[src/rtl/jk_updown_counter_if.sv]
// Bundles the control inputs and status/excitation outputs of the JK up/down
// counter. The master side drives control and observes status; the counter is
// the slave.
interface jk_updown_counter_if #(
    parameter int WIDTH = 4
);
    logic             en;
    logic             up;
    logic             load;
    logic [WIDTH-1:0] load_val;
    logic [WIDTH-1:0] count;
    logic [WIDTH-1:0] j_vec;
    logic [WIDTH-1:0] k_vec;
    logic             tc;
    logic             wrapped;
    logic             load_err;

    modport master (
        output en, up, load, load_val,
        input  count, j_vec, k_vec, tc, wrapped, load_err
    );

    modport slave (
        input  en, up, load, load_val,
        output count, j_vec, k_vec, tc, wrapped, load_err
    );
endinterface

[src/rtl/jk_updown_counter.sv]
// Modulo-MODULUS up/down counter whose state bits are updated through JK
// excitation. The J/K terms for the next edge are exported so discrete JK
// stages downstream can follow the same sequence.
module jk_updown_counter #(
    parameter int WIDTH   = 4,
    parameter int MODULUS = 10
) (
    input  logic               clk,
    input  logic               reset,
    jk_updown_counter_if.slave bus
);

    if (MODULUS < 2 || MODULUS > (1 << WIDTH)) begin : g_bad_modulus
        $error("jk_updown_counter: MODULUS must satisfy 2 <= MODULUS <= 2**WIDTH");
    end

    // Highest legal count; comparing against it instead of MODULUS keeps every
    // compare at WIDTH bits even when MODULUS == 2**WIDTH.
    localparam logic [WIDTH-1:0] TOP = WIDTH'(MODULUS - 1);

    logic [WIDTH-1:0] count_q;
    logic [WIDTH-1:0] next_count;
    logic [WIDTH-1:0] j_vec;
    logic [WIDTH-1:0] k_vec;
    logic             load_oor;
    logic             tc;
    logic             wrapped_q;
    logic             load_err_q;

    // Next-state selection: load beats enable, enable beats hold.
    always_comb begin
        // NOTE: every output of this block gets a default first, so no path
        // leaves a variable unassigned and no latch is inferred.
        next_count = count_q;
        load_oor   = 1'b0;
        if (bus.load) begin
            if (bus.load_val > TOP) begin
                next_count = TOP;
                load_oor   = 1'b1;
            end else begin
                next_count = bus.load_val;
            end
        end else if (bus.en) begin
            if (bus.up) begin
                next_count = (count_q == TOP) ? '0 : count_q + WIDTH'(1);
            end else begin
                next_count = (count_q == '0) ? TOP : count_q - WIDTH'(1);
            end
        end
    end

    // Excitation: J sets bits that must rise, K clears bits that must fall.
    assign j_vec = ~count_q & next_count;
    assign k_vec = count_q & ~next_count;

    // Terminal count only when this edge would actually wrap.
    assign tc = bus.en & ~bus.load & (bus.up ? (count_q == TOP) : (count_q == '0));

    // State bits as JK flops plus the one-cycle wrap and load-error pulses.
    always_ff @(posedge clk or posedge reset) begin
        // NOTE: sequential state uses non-blocking assignments so all flops
        // sample their inputs from the same pre-edge values.
        if (reset) begin
            count_q    <= '0;
            wrapped_q  <= 1'b0;
            load_err_q <= 1'b0;
        end else begin
            count_q    <= (j_vec & ~count_q) | (~k_vec & count_q);
            wrapped_q  <= tc;
            load_err_q <= load_oor;
        end
    end

    assign bus.count    = count_q;
    assign bus.j_vec    = j_vec;
    assign bus.k_vec    = k_vec;
    assign bus.tc       = tc;
    assign bus.wrapped  = wrapped_q;
    assign bus.load_err = load_err_q;

endmodule

[src/flat_wrapper.sv]
// flat-port wrapper written by rule: the top's interface ports become plain ports
module jk_updown_counter_flat 
#(
    parameter int WIDTH   = 4,
    parameter int MODULUS = 10
)
  (clk, reset, bus_en, bus_up, bus_load, bus_load_val, bus_count, bus_j_vec, bus_k_vec, bus_tc, bus_wrapped, bus_load_err);
  jk_updown_counter_if #(.WIDTH(WIDTH)) bus_i ();
  input  logic clk;
  input  logic reset;
  input wire logic [$bits(bus_i.en)-1:0] bus_en;
  input wire logic [$bits(bus_i.up)-1:0] bus_up;
  input wire logic [$bits(bus_i.load)-1:0] bus_load;
  input wire logic [$bits(bus_i.load_val)-1:0] bus_load_val;
  output wire logic [$bits(bus_i.count)-1:0] bus_count;
  output wire logic [$bits(bus_i.j_vec)-1:0] bus_j_vec;
  output wire logic [$bits(bus_i.k_vec)-1:0] bus_k_vec;
  output wire logic [$bits(bus_i.tc)-1:0] bus_tc;
  output wire logic [$bits(bus_i.wrapped)-1:0] bus_wrapped;
  output wire logic [$bits(bus_i.load_err)-1:0] bus_load_err;
  assign bus_i.en = bus_en;
  assign bus_i.up = bus_up;
  assign bus_i.load = bus_load;
  assign bus_i.load_val = bus_load_val;
  assign bus_count = bus_i.count;
  assign bus_j_vec = bus_i.j_vec;
  assign bus_k_vec = bus_i.k_vec;
  assign bus_tc = bus_i.tc;
  assign bus_wrapped = bus_i.wrapped;
  assign bus_load_err = bus_i.load_err;
  jk_updown_counter #(.WIDTH(WIDTH), .MODULUS(MODULUS)) u_core (.clk(clk), .reset(reset), .bus(bus_i));
endmodule
[config.mk]
export PLATFORM = sky130hd
export DESIGN_NAME = jk_updown_counter_flat
export DESIGN_NICKNAME = d
export VERILOG_FILES = /design/src/rtl/jk_updown_counter_if.sv /design/src/rtl/jk_updown_counter.sv /design/src/flat_wrapper.sv
export SDC_FILE = /design/constraint.sdc
export NUM_CORES = 1
export LEC_CHECK = 0
export ABC_AREA = 1
export BUFFER_PORTS_ARGS = -buffer_cell sky130_fd_sc_hd__buf_4
export CAP_MARGIN = 20
export CELL_PAD_IN_SITES_DETAIL_PLACEMENT = 1
export CELL_PAD_IN_SITES_GLOBAL_PLACEMENT = 1
export CORE_MARGIN = 3
export CORE_UTILIZATION = 31
export CTS_BUF_LIST = sky130_fd_sc_hd__clkbuf_8
export DETAILED_ROUTE_END_ITERATION = 6
export GPL_ROUTABILITY_DRIVEN = 0
export PLACE_DENSITY = 0.87
export SLEW_MARGIN = 20
export SYNTH_ARGS = -nofsm -noshare
export SYNTH_HDL_FRONTEND = slang
export SYNTH_SLANG_ARGS = --single-unit
[constraint.sdc]
create_clock -name clk -period 2.2 [get_ports clk]
set_clock_uncertainty 0.15 [all_clocks]
set_input_delay 0.44 -clock clk [delete_from_list [all_inputs] [get_ports clk]]
set_output_delay 0.44 -clock clk [all_outputs]
set_load 0.01 [all_outputs]
# Word-level counts from Yosys, hierarchy flattened
# Cells that the tools add are included.
word_totals:
  ff_bits: 6
  in_bits: 9
  out_inout_bits: 15
  elab_cells: 28
classes:
  n_addsub: 2
  n_lt_le_gt_ge: 1
  n_eq_ne: 1
  n_mux: 9
  bitwise: 11
  n_reduce_logical: 1
op_table:
  columns: ["operator", "count"]
  rows:
  - ["$mux W4", 6]
  - ["$and A4 B4 Y4", 4]
  - ["$not A4 Y4", 3]
  - ["$add A4 B1 Y4 const B", 1]
  - ["$eq A4 B4 Y1 const B", 1]
  - ["$gt A4 B4 Y1 const B", 1]
  - ["$logic_not A4 Y1", 1]
  - ["$or A4 B4 Y4", 1]
  - ["$sub A4 B1 Y4 const B", 1]
  - ["$mux W1", 3]
  - ["$and A1 B1 Y1", 2]
  - ["$not A1 Y1", 1]

# Longest topological paths before layout
# Gate-level depths: netlist of the first run.
logic_depth:
  depth_word: 10
  depth_mapped: 10
  depth_no_buf: 10

# Least setup slack after synthesis of the first run
# Ideal clock, no wire load.
synth_timing:
  path_kind: "register -> output"
  start: "register u_core.count_q[0], in the netlist u_core.bus.count[0]"
  end: "output port bus_k_vec[2]"
  arrival_ns: 1.453
  required_time_ns: 1.610
  setup_slack_ns: 0.157
  stages_incl_launch_ff: 8
  cell_sequence: "dfrtp_1 -> inv_1 -> ha_1 -> o21ai_0 -> a21oi_1 -> o21ai_1 -> nand2_1 -> nor2_1"
synth_via:
  elab_chain_cells: 7
synth_lines:
  columns: ["item", "line_no", "text"]
  rows:
  - ["start, declared", "jk_updown_counter.sv:21", "logic [WIDTH-1:0] count_q;"]
  - ["start signal, assigned", "jk_updown_counter.sv:68", "count_q <= (j_vec & ~count_q) | (~k_vec & count_q);"]
  - ["$sub A4 B1 Y4 (tied with other cells)", "jk_updown_counter.sv:47", "next_count = (count_q == '0) ? TOP : count_q - WIDTH'(1);"]
  - ["$mux W4, on equally long branches", "jk_updown_counter.sv:47, jk_updown_counter.sv:45", null]
  - ["$mux W4 *", "jk_updown_counter.sv:44", "if (bus.up) begin"]
  - ["$mux W4 *", "jk_updown_counter.sv:43", "end else if (bus.en) begin"]
  - ["$mux W4 *", "jk_updown_counter.sv:36", "if (bus.load) begin"]
  - ["$not A4 Y4 *", "jk_updown_counter.sv:54", "assign k_vec = count_q & ~next_count;"]
  - ["$and A4 B4 Y4 *", "jk_updown_counter.sv:54", null]
  - ["end, declared", "flat_wrapper.sv:17", "output wire logic [$bits(bus_i.k_vec)-1:0] bus_k_vec;"]
# Every way passes the cells marked *; elsewhere a longest branch is shown, timed or not.

# Worst setup path in the final report of the first run
layout_timing:
  start: "register u_core.count_q[0], in the netlist u_core.bus.count[0]"
  end: "output port bus_k_vec[1]"
# Same word-level chain as after synthesis.

==> impl_metrics.py, run 1 <==
metrics = {
    "setup_path": {
        "worstReg2RegStart": "u_core.bus.count[1]$_DFF_PP0_",
        "cp.arrival_ns": 1.64,
        "crit_start": "u_core.bus.count[0]$_DFF_PP0_",
        "required_ns": 1.61,
        "setup.worst_path.end_class": "output pin",
        "criticalPathCategory": "reg -> out",
        "worstSetupStartpointType": "flip-flop",
        "critical_path.max_fanout": 6,
    },
    "timing": {
        "final.period_utilization_pct": 101,
        "fin_ws_ns": -0.0318,
        "grt_setup_unrepaired": "true",
        "worst_margin_slew_ns": 0.307,
        "fmaxAchievable_ghz": 0.448,
        "layout_min_cycle_time_ns": 2.23,
        "relSlewSlack_pct": 79.5,
        "final_setup_violating_endpoints": 3,
        "slew_violations": 0,
        "timing.hold.ws_ns": 0.00442,
        "hold_viol_final": 0,
    },
    "cells_and_area": {
        "area_of_the_multi_input_gates_um2": 395,
        "drive_gt1_share_pct": 58.7,
        "nFillCells": 205,
        "final_net_count": 135,
        "final-seq-area_um2": 154,
        "finish.utilization_pct": 61.5,
        "antenna_cells_inserted": 0,
        "finish.instance_area_um2": 958,
        "layout.cells.non_filler": 137,
        "synthToLayoutAreaGrowth_pct": 79.4,
    },
    "detailed_routing": {
        "detailedRoute.firstPassIterationCount": 4,
        "avgViaCountPerCell": 5.16,
        "wl_per_cell_um": 16.3,
        "routed_wirelength_mm": 2.24,
        "drc": 0,
        "drtIter0Drc": 11,
        "dr_total_vias": 707,
        "ant_nets": 0,
    },
    "floorplanning": {
        "core_area_um2": 1560,
        "io_pins": 24,
        "start_util_pct": 34.3,
        "std_cell_rows": 14,
        "floorplan.die.width_um": 47.5,
        "die_height_um": 47.5,
        "fp.dieArea_um2": 2260,
    },
    "synth": {
        "synthDistinctLibCells": 20,
        "synth_simple_gate_area_share_pct": 40.0,
        "synth-compound-area-share_pct": 12.6,
        "netlist.top_cell.by_area": "sky130_fd_sc_hd__dfrtp_1",
        "combinational_family_with_the_most_area_after_synthesis": "simple AND/OR/NAND/NOR gates",
        "synth_ff_type": "sky130_fd_sc_hd__dfrtp_1",
        "post_synth_main_area_contributors": "sky130_fd_sc_hd__dfrtp_1, sky130_fd_sc_hd__nand2_1, sky130_fd_sc_hd__ha_1",
        "post_synth.cell_area_avg_um2": 6.60,
        "synth-edff-count": 0,
        "postSynthCellCount": 81,
        "synth_common_cells": "sky130_fd_sc_hd__nand2_1, sky130_fd_sc_hd__nor2_1, sky130_fd_sc_hd__inv_1",
        "synth-xor-area-share_pct": 1.64,
        "area_fraction_of_the_dominant_cell_type_after_synthesis_pct": 28.1,
        "seq_area_frac_synth_pct": 28.1,
        "postSynthRegisterBits": 6,
        "synth_warnings": 0,
        "synth_fp_nets": 93,
        "synth_most_common_cell": "sky130_fd_sc_hd__nand2_1",
        "postSynth.asyncResetShare_pct": 100,
        "synthAdderAreaFrac_pct": 7.03,
        "synth.area.mux_share_pct": 0,
        "syn-cell-area_um2": 534,
    },
    "placed_design": {
        "detailedPlacementHpwl_mm": 1.41,
        "postPlaceCellArea_um2": 742,
        "cell_count_post_placement": 122,
        "numPortBuffers": 23,
    },
    "grt": {
        "first_global_vias": 685,
        "grt_antenna_before_repair": 0,
        "gr-usage-all-layers_pct": 21.2,
        "grt_first_pass_wirelength_mm": 3.19,
        "grt_start_max_net_pins": 10,
        "grt-ovfl-total": 0,
    },
    "outcome": {
        "violations_in_the_final_reports": "negative setup slack",
        "run_status": "finished with violations",
    },
    "power": {
        "power-per-cell-area_nw_per_um2": 645,
        "design_power_total_w": 0.000618,
        "p_leak_nw": 0.492,
        "ir_drop_v": 0.000390,
    },
    "worst_hold_path": {
        "hold_path_class": "in -> async",
    },
    "clock_tree": {
        "max-clock-path-buffers": 2,
        "clock_tree.htree_level_count": 1,
        "cts_hold_buf": 0,
        "clock_latency_ns": 0.23,
        "path_clk_slew_ns": 0.04,
        "tritoncts": "done",
        "cts_sinks": 6,
        "cts-root-buf": "sky130_fd_sc_hd__clkbuf_8",
        "tritoncts.num_buffers": 3,
    },
    "flow_run": {
        "drv_cap": 0,
    },
}
critical path: stages (launching register included):
cell                      delay [ns]
sky130_fd_sc_hd__dfrtp_2        0.43
sky130_fd_sc_hd__inv_2          0.08
sky130_fd_sc_hd__ha_4           0.19
sky130_fd_sc_hd__o21ai_1        0.21
sky130_fd_sc_hd__a21oi_2        0.09
sky130_fd_sc_hd__nand2_2        0.10
sky130_fd_sc_hd__nand3_2        0.09
sky130_fd_sc_hd__nor2_2         0.09
sky130_fd_sc_hd__buf_4          0.12
state kept, by name (all words and copies together), names as in the netlist:
name and count:
u_core.bus.count 4, u_core.bus.load_err 1, u_core.bus.wrapped 1
layer usage:
layer  up-vias  share of wire [%]  GRT usage, %
met4         0                1.6          6.08
met3         5                6.3          7.52
met2        27                 50          36.1
li1        341                  -             -
met1       334                 42          25.0
met5         -                  0             0
through the flow:
stage	TNS [ns]	setup slack, ns
floorplan	0	0.157
global placement	0	0.154
detailed placement	0	0.101
CTS	-0.0153	-0.0133
global route	-0.654	-0.141
finish	-0.0428	-0.0318
cell families after synthesis:
logic type      after synthesis
simple gates                 44
buf+inv                      14
compound gates               13
flops                         6
fa+ha+maj                     3
xor+xnor                      1
what timing repair did:
item / CTS / global route
endpoints found under the setup margin: 9 / 9
cloned: 0 / 0
buffers inserted: 10 / 3
pin swaps: 7 / 4
resized for setup: 13 / 14
hold endpoints to repair: 0 / 0
report_power, final:
part / internal, W / switching (W) / leakage [nW]
Sequential: 0.000123 / 0.0000257 / 0.0717
Clock: 0.000119 / 0.0000605 / 0.0216
Combinational: 0.000145 / 0.000145 / 0.398
Total: 0.000386 / 0.000232 / 0.492
final cells by class:
class | count | share of cell area [%]
Inverter | 13 | 5.35
Clock buffer | 3 | 4.31
Sequential cell | 6 | 16.1
Multi-Input combinational cell | 61 | 41.3
Tap cell | 16 | 2.09
Timing Repair Buffer | 38 | 30.9
worst paths after layout:
path                                                  to  slack (ns)  cells past startpoint
hold / removal             u_core.bus.count[2]$_DFF_PP0_       0.004                      2
setup / recovery                            bus_k_vec[1]       -0.03                      8
setup reg to reg           u_core.bus.count[3]$_DFF_PP0_        0.08                     15
max in group asynchronous  u_core.bus.count[1]$_DFF_PP0_        1.64                      2
min in group clk           u_core.bus.load_err$_DFF_PP0_        0.35                      3
hold reg to reg            u_core.bus.count[2]$_DFF_PP0_        0.69                      4
cell usage in the layout (no fill, tap or decap), types with 2 or more instances in the layout:
| master | n |
|---|---|
| sky130_fd_sc_hd__clkbuf_8 | 3 |
| sky130_fd_sc_hd__buf_6 | 3 |
| sky130_fd_sc_hd__dfrtp_2 | 3 |
| sky130_fd_sc_hd__o21ai_2 | 2 |
| sky130_fd_sc_hd__o21ai_1 | 2 |
| sky130_fd_sc_hd__nand4_1 | 2 |
| sky130_fd_sc_hd__nor2_4 | 2 |
| sky130_fd_sc_hd__nand2_2 | 3 |
| sky130_fd_sc_hd__nand2_1 | 15 |
| sky130_fd_sc_hd__nor2_1 | 8 |
| sky130_fd_sc_hd__a21oi_2 | 4 |
| sky130_fd_sc_hd__nor2_2 | 4 |
| sky130_fd_sc_hd__buf_4 | 35 |
| sky130_fd_sc_hd__inv_1 | 6 |
| sky130_fd_sc_hd__inv_2 | 6 |
| sky130_fd_sc_hd__nand3_1 | 6 |
| sky130_fd_sc_hd__ha_4 | 2 |
| sky130_fd_sc_hd__dfrtp_1 | 3 |
| sky130_fd_sc_hd__a21oi_1 | 3 |
Note: power is estimated with default switching activity, not from simulation.
==> inputs of run 2 (changes only) <==
clock period = 2.55 ns   (was 2.2 ns; I/O delays follow)
==> impl_metrics.py, run 2 (synthesis gave the netlist of run 1 again) <==
metrics = {
    "outcome": {
        "run_status": "completed",
    },
    "detailed_routing": {
        "wl_per_cell_um": 14.1,
        "routed_wirelength_mm": 1.72,
        "detailedRoute.firstPassIterationCount": 4,
        "drtIter0Drc": 18,
        "dr_total_vias": 623,
        "ant_nets": 0,
        "avgViaCountPerCell": 5.11,
        "drc": 0,
    },
    "clock_tree": {
        "cts-root-buf": "sky130_fd_sc_hd__clkbuf_8",
        "max-clock-path-buffers": 2,
        "cts_hold_buf": 0,
        "tritoncts": "done",
        "clock_tree.htree_level_count": 1,
        "clock_latency_ns": 0.23,
        "tritoncts.num_buffers": 3,
        "path_clk_slew_ns": 0.04,
        "cts_sinks": 6,
    },
    "cells_and_area": {
        "drive_gt1_share_pct": 40.6,
        "final_net_count": 120,
        "most_frequent_standard_cell_in_the_layout_excluding_fill_and_tap_cells": "sky130_fd_sc_hd__buf_4",
        "largest_register_ff_count": 4,
        "antenna_cells_inserted": 0,
        "synthToLayoutAreaGrowth_pct": 43.3,
        "final_cell_mix": "sky130_fd_sc_hd__buf_4, sky130_fd_sc_hd__nand2_1, sky130_fd_sc_hd__nor2_1",
        "layout.cells.non_filler": 122,
        "finish.instance_area_um2": 766,
    },
    "timing": {
        "worst_margin_slew_ns": 0.368,
        "layout_min_cycle_time_ns": 2.37,
        "slew_violations": 0,
        "fmaxAchievable_ghz": 0.423,
        "relSlewSlack_pct": 75.4,
        "setup_total_negative_slack_ns": 0,
        "final.period_utilization_pct": 92.8,
        "grt_setup_unrepaired": "false",
        "final_setup_violating_endpoints": 0,
        "hold_viol_final": 0,
    },
    "power": {
        "p_leak_nw": 0.405,
        "ir_drop_v": 0.000343,
        "design_power_total_w": 0.000440,
        "power_frac_clock_pct": 33.8,
        "cellInternalPower_w": 0.000281,
        "power-per-cell-area_nw_per_um2": 575,
        "p_sw_share_pct": 36.2,
        "power.switching_w": 0.000159,
        "seqPwrFrac_pct": 29.0,
        "combPwrFrac_pct": 37.2,
    },
    "floorplanning": {
        "fp.dieArea_um2": 2260,
        "floorplan.die.width_um": 47.5,
        "io_pins": 24,
        "core_area_um2": 1560,
        "start_util_pct": 34.3,
        "die_height_um": 47.5,
        "std_cell_rows": 14,
    },
    "setup_path": {
        "criticalPathCategory": "reg -> out",
        "r2r.worst_path.cells": 9,
        "cpPeakStageDelay_ns": 0.46,
        "worst_path_max_delay_cell": "sky130_fd_sc_hd__dfrtp_2",
        "crit_chain": "inv_2 -> ha_2 -> o21ai_1 -> a21oi_1 -> o21ai_1 -> a21oi_1 -> buf_4",
        "cp.arrival_ns": 1.71,
        "reg2reg_slack_ns": 1.02,
        "critical_path.max_fanout": 8,
        "worstReg2RegStart": "u_core.bus.count[1]$_DFF_PP0_",
        "worst_r2r_endpoint": "u_core.bus.count[0]$_DFF_PP0_",
        "worstSetupStartpointType": "flip-flop",
        "required_ns": 1.89,
        "setup.worst_path.end_class": "output pin",
    },
    "flow_run": {
        "drv_cap": 0,
    },
    "placed_design": {
        "postPlaceCellArea_um2": 719,
        "detailedPlacementHpwl_mm": 1.34,
        "cell_count_post_placement": 119,
        "numPortBuffers": 23,
    },
    "grt": {
        "grt-ovfl-total": 0,
        "grt_first_pass_wirelength_mm": 2.81,
        "first_global_vias": 620,
        "gr-usage-all-layers_pct": 18.6,
        "grt_start_max_net_pins": 10,
        "grt_antenna_before_repair": 0,
    },
    "worst_hold_path": {
        "hold_path_class": "in -> async",
    },
}
[run 2: repair_timing]
action / 4_1_cts / 5_1_grt
endpoints found under the setup margin: 1 / 8
setup buffers: 0 / 0
resized for setup: 1 / 4
[run 2: final cells by class]
class                      instances  area (um2)
clock buffer                       3        41.3
fill                             216         793
inverter                          13        48.8
multi-input combinational         61         330
sequential                         6         153
tap                               16        20.0
timing repair buffer              23         173
[run 2: per-layer routing]
metal  vias up  GRT usage [%]  wire length [um]
met5         -              0                 0
li1        310              -                 -
met1       279           20.9               666
met3         2           6.77               165
met2        32           32.1               874
met4         0           6.63                17
[run 2: worst max path at each step]
stage / start / depth (start not counted) / to / slack (ns)
3_3_place_gp: u_core.bus.count[0]$_DFF_PP0_ / 8 / bus_k_vec[1] / 0.26
2_1_floorplan: u_core.bus.count[0]$_DFF_PP0_ / 7 / bus_k_vec[2] / 0.44
4_1_cts: u_core.bus.count[1]$_DFF_PP0_ / 8 / bus_k_vec[2] / 0.05
5_1_grt: u_core.bus.count[0]$_DFF_PP0_ / 7 / bus_j_vec[2] / 0.04
3_5_place_dp: u_core.bus.count[0]$_DFF_PP0_ / 8 / bus_k_vec[2] / 0.21
6_report: u_core.bus.count[0]$_DFF_PP0_ / 7 / bus_j_vec[2] / 0.18
[run 2: stage by stage]
| step | util (%) | hold WS, ns | setup WS (ns) |
|---|---|---|---|
| floorplan | - | 0.151 | 0.437 |
| global placement | 46.1 | 0.313 | 0.256 |
| detailed placement | 46.1 | 0.321 | 0.209 |
| CTS | 48.9 | 0.0776 | 0.0469 |
| global route | 49.1 | 0.0878 | 0.0392 |
| finish | 49.1 | 0.0758 | 0.183 |
[run 2: worst max-delay path: cells and delay by family (launching register included)]
family,cells,cell delay [ns]
AOI/OAI and AO/OA,4,0.49
DFF,1,0.46
buffers and inverters,2,0.27
adders and majority gates,1,0.25
[run 2: power by group through the flow]
stage	sequential (W)	combinational, W	clock (W)
3_3_place_gp	0.000127	0.000158	0
3_5_place_dp	0.000127	0.000162	0
2_1_floorplan	0.000123	0.0000959	0
4_1_cts	0.000127	0.000163	0.000153
5_1_grt	0.000130	0.000184	0.000159
6_report	0.000128	0.000164	0.000149
==> inputs of run 3 (changes only) <==
BUFFER_PORTS_ARGS = -buffer_cell sky130_fd_sc_hd__buf_2   (was -buffer_cell sky130_fd_sc_hd__buf_4)
==> impl_metrics.py, run 3 (synthesis gave the netlist of run 1 again) <==
metrics = {
    "outcome": {
        "run_status": "completed",
    },
    "placed_design": {
        "detailedPlacementHpwl_mm": 1.34,
        "numPortBuffers": 23,
        "placement.setup.worst_slack_ns": 0.262,
    },
    "timing": {
        "fin_ws_ns": 0.141,
        "final_setup_violating_endpoints": 0,
        "slew_violations": 0,
        "fmaxAchievable_ghz": 0.415,
        "worst_margin_slew_ns": 0.365,
        "grt_setup_unrepaired": "false",
        "layout_min_cycle_time_ns": 2.41,
        "relSlewSlack_pct": 75.7,
        "hold_viol_final": 0,
        "setup_total_negative_slack_ns": 0,
        "final.period_utilization_pct": 94.5,
    },
    "setup_path": {
        "worstSetupStartpointType": "flip-flop",
        "cpPeakStageDelay_ns": 0.46,
        "cell_repeated_most_along_the_worst_path": "sky130_fd_sc_hd__nand2_1",
        "cp.arrival_ns": 1.75,
        "reg2reg_slack_ns": 1.00,
        "setup.worst_path.end_class": "output pin",
        "criticalPathCategory": "reg -> out",
        "r2r.worst_path.cells": 7,
        "worst_r2r_endpoint": "u_core.bus.count[1]$_DFF_PP0_",
        "worstReg2RegStart": "u_core.bus.count[1]$_DFF_PP0_",
        "worst_path_max_delay_cell": "sky130_fd_sc_hd__dfrtp_2",
        "required_ns": 1.89,
        "family_of_cells_with_the_greatest_summed_delay_on_the_critical_path": "flip-flops",
        "critical_path.max_fanout": 8,
        "crit_start": "u_core.bus.count[1]$_DFF_PP0_",
        "path_buf_inv": 3,
        "crit_chain": "inv_2 -> ha_1 -> nand2_1 -> o21ai_1 -> inv_1 -> nand2_1 -> nand3_2 -> nor2_1 -> buf_2",
    },
    "detailed_routing": {
        "drc": 0,
        "wl_per_cell_um": 13.8,
        "drtIter0Drc": 10,
        "avgViaCountPerCell": 5.05,
        "dr_total_vias": 616,
        "ant_nets": 0,
        "routed_wirelength_mm": 1.69,
        "detailedRoute.firstPassIterationCount": 4,
    },
    "cells_and_area": {
        "final-seq-area_um2": 153,
        "drive_gt1_share_pct": 41.5,
        "antenna_cells_inserted": 0,
        "most_frequent_standard_cell_in_the_layout_excluding_fill_and_tap_cells": "sky130_fd_sc_hd__buf_2",
        "nFillCells": 218,
        "largest_register_ff_count": 4,
        "area_of_the_multi_input_gates_um2": 340,
        "synthToLayoutAreaGrowth_pct": 34.4,
        "final_net_count": 120,
        "final_cell_mix": "sky130_fd_sc_hd__buf_2, sky130_fd_sc_hd__nand2_1, sky130_fd_sc_hd__nor2_1",
    },
    "clock_tree": {
        "max-clock-path-buffers": 2,
        "tritoncts": "done",
        "clock_latency_ns": 0.23,
        "cts_hold_buf": 0,
        "cts-root-buf": "sky130_fd_sc_hd__clkbuf_8",
        "tritoncts.num_buffers": 3,
        "path_clk_slew_ns": 0.04,
        "clock_tree.htree_level_count": 1,
        "cts_sinks": 6,
    },
    "grt": {
        "grt_first_pass_wirelength_mm": 2.83,
        "gr-usage-all-layers_pct": 18.2,
        "grt_start_max_net_pins": 10,
        "grt-ovfl-total": 0,
        "first_global_vias": 631,
        "grt_antenna_before_repair": 0,
    },
    "floorplanning": {
        "fp.dieArea_um2": 2260,
        "core_area_um2": 1560,
        "die_height_um": 47.5,
        "floorplan.die.width_um": 47.5,
        "start_util_pct": 34.3,
        "std_cell_rows": 14,
        "io_pins": 24,
    },
    "power": {
        "ir_drop_v": 0.000341,
        "p_leak_nw": 0.395,
        "power-per-cell-area_nw_per_um2": 598,
    },
    "flow_run": {
        "drv_cap": 0,
    },
    "worst_hold_path": {
        "hold_path_class": "in -> async",
    },
}
-- run 3: changes by cell type in the layout (fill, tap and decap cells not counted) --
cell                      before  now
sky130_fd_sc_hd__ha_4          0    1
sky130_fd_sc_hd__o21ai_0       2    3
sky130_fd_sc_hd__ha_2          1    0
sky130_fd_sc_hd__buf_4        23    0
sky130_fd_sc_hd__o21ai_1       3    2
sky130_fd_sc_hd__buf_2         0   23
sky130_fd_sc_hd__inv_1         7    6
sky130_fd_sc_hd__inv_2         6    7
-- run 3: routing by layer --
layer / vias to the layer above / global-route usage, % / wire length (um)
met5: - / 0 / 0
met4: 0 / 3.31 / 0
met3: 0 / 7.14 / 122
met2: 25 / 30.7 / 801
met1: 282 / 22.0 / 765
li1: 309 / - / -
-- run 3: report_power, final --
part           leakage [nW]  internal (W)  switching (W)
clock network        0.0216      0.000102      0.0000491
registers            0.0731      0.000106      0.0000216
logic                 0.300     0.0000599      0.0000911
-- run 3: how the worst max path moves through the flow --
stage                              end  slack, ns  depth (start not counted)
after floorplan           bus_k_vec[2]       0.44                          7
after global placement    bus_k_vec[1]       0.27                          8
after detailed placement  bus_k_vec[1]       0.26                          8
after CTS                 bus_k_vec[1]       0.04                          8
after global routing      bus_k_vec[1]       0.02                          9
final                     bus_k_vec[1]       0.14                          9
-- run 3: area by class of cell --
| type | count | share of cell area [%] |
|---|---|---|
| inverters | 13 | 6.79 |
| clock buffers | 3 | 5.75 |
| flip-flops and latches | 6 | 21.3 |
| multi-input cells | 61 | 47.4 |
| repair buffers | 23 | 16.0 |
| well taps | 16 | 2.79 |
-- run 3: metrics by stage --
step	instances	util, %	total power, W	hold slack [ns]	area, um2
4_1_cts	122	45.2	0.000426	0.0712	704
3_5_place_dp	119	42.5	0.000271	0.313	662
6_report	122	46.1	0.000430	0.0508	718
5_1_grt	122	46.1	0.000463	0.0715	718
3_3_place_gp	119	42.5	0.000267	0.306	662
2_1_floorplan	81	-	0.000219	0.151	534
-- run 3: repair_timing --
item | CTS | global route
setup buffers | 0 | 0
endpoints found under the hold margin | 0 | 0
gates resized for setup | 1 | 5
endpoints found under the setup margin | 1 | 8
-- run 3: worst reg2reg max path, cell delays in order, from the launching register on --
cell and delay (ns):
sky130_fd_sc_hd__dfrtp_2 0.46, sky130_fd_sc_hd__inv_2 0.11, sky130_fd_sc_hd__ha_1 0.15, sky130_fd_sc_hd__nand2_1 0.10, sky130_fd_sc_hd__o21ai_1 0.18, sky130_fd_sc_hd__inv_1 0.08, sky130_fd_sc_hd__nand2_1 0.10, sky130_fd_sc_hd__nand3_2 0.09
